### src/rtl/instruction_fetch_unit_pkg.sv
// rtl/instruction_fetch_unit_pkg.sv - shared processor encodings and fetch state type
package instruction_fetch_unit_pkg;

    localparam int INSTR_W = 32;

    localparam logic [INSTR_W-1:0] NOP_WORD  = 32'h0F000000;
    localparam logic [INSTR_W-1:0] HALT_WORD = 32'h9EFFFFFE;

    typedef enum logic [1:0] {
        BOOT = 2'd0,
        RUN  = 2'd1,
        HALT = 2'd2
    } fetch_state_t;

endpackage

### src/rtl/if_id_register.sv
// rtl/if_id_register.sv - holdable, flushable IF/ID pipeline register
module if_id_register
    import instruction_fetch_unit_pkg::*;
#(
    parameter logic [31:0] RESET_PC = 32'h00000000
) (
    input  logic               clk,
    input  logic               rst,
    input  logic               flush,
    input  logic               load,
    input  logic [INSTR_W-1:0] instr_d,
    input  logic [31:0]        pc_d,
    output logic [INSTR_W-1:0] instr,
    output logic [31:0]        pc,
    output logic               valid
);

    // Flush inserts a bubble but keeps the last PC for debug visibility.
    always_ff @(posedge clk) begin
        if (rst) begin
            instr <= NOP_WORD;
            pc    <= RESET_PC;
            valid <= 1'b0;
        end else if (flush) begin
            instr <= NOP_WORD;
            valid <= 1'b0;
        end else if (load) begin
            instr <= instr_d;
            pc    <= pc_d;
            valid <= 1'b1;
        end
    end

endmodule

### src/rtl/instruction_fetch_unit.sv
// rtl/instruction_fetch_unit.sv - program counter, fetch FSM and IF/ID capture
module instruction_fetch_unit
    import instruction_fetch_unit_pkg::*;
#(
    parameter logic [31:0] RESET_PC = 32'h00000000,
    parameter int          CNT_W    = 16
) (
    input  logic               clk,
    input  logic               rst,
    output logic [31:0]        im_addr,
    input  logic [INSTR_W-1:0] im_data,
    input  logic               stall,
    input  logic               redirect,
    input  logic [31:0]        redirect_pc,
    output logic [INSTR_W-1:0] id_instr,
    output logic [31:0]        id_pc,
    output logic               id_valid,
    output logic               halted,
    output logic               misalign,
    output logic [CNT_W-1:0]   fetch_count
);

    fetch_state_t state, state_next;
    logic [31:0]  pc, pc_next;
    logic         flush, load, misalign_set;

    always_ff @(posedge clk) begin
        if (rst) begin
            state       <= BOOT;
            pc          <= RESET_PC;
            fetch_count <= '0;
            misalign    <= 1'b0;
        end else begin
            state <= state_next;
            pc    <= pc_next;
            if (load && (fetch_count != {CNT_W{1'b1}}))
                fetch_count <= fetch_count + CNT_W'(1);
            if (misalign_set)
                misalign <= 1'b1;
        end
    end

    // Redirect beats stall in both RUN and HALT; the halting word parks the PC.
    always_comb begin
        state_next   = state;
        pc_next      = pc;
        flush        = 1'b0;
        load         = 1'b0;
        misalign_set = 1'b0;
        case (state)
            BOOT: state_next = RUN;
            RUN: begin
                if (redirect) begin
                    pc_next      = {redirect_pc[31:2], 2'b00};
                    flush        = 1'b1;
                    misalign_set = |redirect_pc[1:0];
                end else if (!stall) begin
                    load = 1'b1;
                    if (im_data == HALT_WORD)
                        state_next = HALT;
                    else
                        pc_next = pc + 32'd4;
                end
            end
            HALT: begin
                if (redirect) begin
                    pc_next      = {redirect_pc[31:2], 2'b00};
                    flush        = 1'b1;
                    misalign_set = |redirect_pc[1:0];
                    state_next   = RUN;
                end else if (!stall) begin
                    flush = 1'b1;
                end
            end
            default: state_next = BOOT;
        endcase
    end

    assign im_addr = pc;
    assign halted  = (state == HALT);

    if_id_register #(
        .RESET_PC (RESET_PC)
    ) u_if_id (
        .clk     (clk),
        .rst     (rst),
        .flush   (flush),
        .load    (load),
        .instr_d (im_data),
        .pc_d    (pc),
        .instr   (id_instr),
        .pc      (id_pc),
        .valid   (id_valid)
    );

endmodule
### config.mk
export PLATFORM = sky130hd
export DESIGN_NAME = instruction_fetch_unit
export DESIGN_NICKNAME = d
export VERILOG_FILES = /design/src/rtl/instruction_fetch_unit_pkg.sv /design/src/rtl/if_id_register.sv /design/src/rtl/instruction_fetch_unit.sv
export SDC_FILE = /design/constraint.sdc
export NUM_CORES = 1
export LEC_CHECK = 0
export ABC_AREA = 1
export BUFFER_PORTS_ARGS = -buffer_cell sky130_fd_sc_hd__buf_4
export CAP_MARGIN = 40
export CORE_MARGIN = 2
export CORE_UTILIZATION = 45
export CTS_CLUSTER_DIAMETER = 30
export DETAILED_ROUTE_END_ITERATION = 8
export GPL_ROUTABILITY_DRIVEN = 0
export MAX_ROUTING_LAYER = met4
export PLACE_DENSITY = 0.69
export SLEW_MARGIN = 20
export SYNTH_ARGS = -nofsm -noshare
export SYNTH_HDL_FRONTEND = slang
export SYNTH_SLANG_ARGS = --single-unit
### constraint.sdc
create_clock -name clk -period 5.2 [get_ports clk]
set_clock_uncertainty 0.05 [all_clocks]
set_input_delay 0.52 -clock clk [delete_from_list [all_inputs] [get_ports clk]]
set_output_delay 0.52 -clock clk [all_outputs]
set_load 0.005 [all_outputs]
==> impl_metrics.ini <==
[job]
maxCapViolCount = 0

[place]
detailed_place_hpwl_um = 12500
pre_cts_slack_ps = 2160
placed_cells = 1221
io_buffers = 178

[sta]
final-setup-viol-count = 0
fmax_mhz = 323
hold_violations = 0
hold_ws_ps = 336
worstMarginPinSlew_ps = 770
worst_slack_ps = 2100
period_minus_slack_ps = 3100
period_share = 0.596
grt_setup_unrepaired = no
drv_slew = 0
tns_ps = 0
relSlewSlack = 0.486

[synth]
synth_area_per_cell_sq_um = 6.31
syn-cell-area_sq_mm = 0.00571
ys_ff_latch = 112
synth_async_sr_flop_share = 0
ys_seq_area_frac = 0.393
synth_edf_count = 0
yosysTopAreaCellShare = 0.393
yosys.area.top_type = dfxtp_1
synth_ff_type = dfxtp_1
yosysMostFrequentCell = nand2_1
yosys-top-cells-area = dfxtp_1, nand2_1, nor2_1
yosys_warnings = 0
synth_common_cells = nand2_1, nor2_1, dfxtp_1
synthCells = 904
synthDistinctLibCells = 32

[critical_path]
startpoint_type = flop
path_cells = inv_1 -> ha_1 -> inv_2 -> nor2_1 -> a21oi_1 -> o21a_1 -> nand2_1 -> buf_4 -> nand2_1 -> nand2_1 -> nor2_1
path_class = flop to flop
end_kind = flop
crit_path_top_delay_cell = o21a_1
path_max_fanout = 22
cpMostUsedCell = nand2_1
critPathArrivalTime_ps = 3350
cp_data_required_time_ps = 5450
slowest_delay_ps = 660

[grt]
grt_pass1_wl_um = 26000
overflow = 0
antenna_found_initial = 0
track_usage = 0.251
grt_pass1_vias = 5335
grt_start_max_net_pins = 67

[floorplanning]
ioPinCount = 183
die_h_um = 117
start_util = 0.456
die_w_um = 117
num_rows = 41
die_area_sq_mm = 0.0136
coreArea_sq_mm = 0.0125

[finish]
area_growth_pct = 31.1
fillers = 1263
instances_no_fill = 1237
drive_above_1_share = 0.197
seq_area_sq_mm = 0.00224
n_antenna_cell = 0
multi_input_area_sq_mm = 0.00303
nNetsFinal = 1134

[drt]
routed_wl_um = 16900
remaining_drc_errors = 0
viasPerCell = 4.95
wl_per_cell_um = 13.6
antenna_left = 0
drt_iter0_drc = 380
drtPass1Iterations = 5
num_vias = 6118

[clock_tree]
cts_tree = done
insertion_delay_ps = 360
hold_buffers = 0
clk_pin_slew_worst_paths_ps = 80
clock_sinks = 112
cts_root_buf = clkbuf_16
htree_levels = 3
cts_buffers = 9
cts-resized-gates = 0
post_cts_buffers = 0
clockBufferDepth = 2

[status]
outcome = finished, final reports clean

[pwr]
ir_drop_v = 0.000203
p_leak_nw = 3.34
power_density_mw_per_mm2 = 422

[hold_path]
hold_path_class = input pin to flop
## power breakdown
group | total (W) | switching, W | leakage (nW) | internal (W)
Sequential | 0.00124 | 0.000210 | 0.912 | 0.00103
Combinational | 0.00114 | 0.000643 | 2.27 | 0.000499
Clock | 0.000769 | 0.000340 | 0.162 | 0.000429
Total | 0.00316 | 0.00119 | 3.34 | 0.00196
## critical path, delay by kind of cell (launching register included)
kind | cells | cell delay, ps
AOI/OAI and AO/OA | 2 | 860
adders and majority gates | 1 | 280
buffers and inverters | 3 | 580
DFF | 1 | 370
and+or+nand+nor | 5 | 900
## through the flow
step / power, W / instance area [sq um] / util
floorplan: 0.00190 / 5720 / -
global placement: 0.00237 / 7100 / 0.567
detailed placement: 0.00240 / 7150 / 0.571
CTS: 0.00317 / 7480 / 0.598
global route: 0.00338 / 7480 / 0.598
finish: 0.00316 / 7480 / 0.598
## cell type report
type / instances / area share
tap: 172 / 0.0288
timing repair buffer: 186 / 0.191
inverter: 62 / 0.0311
sequential: 112 / 0.300
clock buffer: 9 / 0.0301
clock inverter: 7 / 0.0137
multi-input combinational: 689 / 0.405
## placed cells by master, fill, tap and decap left out, types with 3 or more instances in the layout
cell / n
nand2_1: 304
buf_4: 183
nor2_1: 139
dfxtp_1: 112
a21oi_1: 91
nand3_1: 62
inv_1: 59
o21ai_0: 41
clkbuf_16: 9
nand4_1: 8
xor2_1: 7
ha_1: 6
o21ai_1: 5
conb_1: 4
o211ai_1: 3
nor3_1: 3
xnor2_1: 3
## routing by layer
layer	part of all wire	up-vias	track usage
met3	0.056	22	0.0291
met5	0	-	-
met4	0.018	0	0.0847
met2	0.47	205	0.414
li1	-	3177	-
met1	0.46	2714	0.320
## path summary, 6_finish.rpt
path | startpoint | slack [ps] | endpoint | cells after the start
setup / recovery | state[0] | 2100 | im_addr[30] | 11
hold / removal | im_data[25] | 340 | u_if_id.instr[25] | 3
setup reg to reg | state[0] | 2100 | im_addr[30] | 11
hold reg to reg | misalign | 400 | misalign | 2
## sequential cells by signal (all words and copies together), names as in the netlist
register,flops
u_if_id.instr,32
im_addr,30
u_if_id.pc,30
fetch_count,16
state,2
misalign,1
u_if_id.valid,1
## cell families (layout without fill, tap and decap cells)
logic type,after synthesis,after routing,share of synthesized area
fa+ha+maj,6,6,0.0132
xor+xnor,10,10,0.0153
other cells,1,4,0.000657
flops,112,112,0.393
compound gates,144,144,0.129
buf+inv,106,264,0.0783
mux,1,1,0.00175
simple gates,524,524,0.369
(Power assumes the default switching activity.)
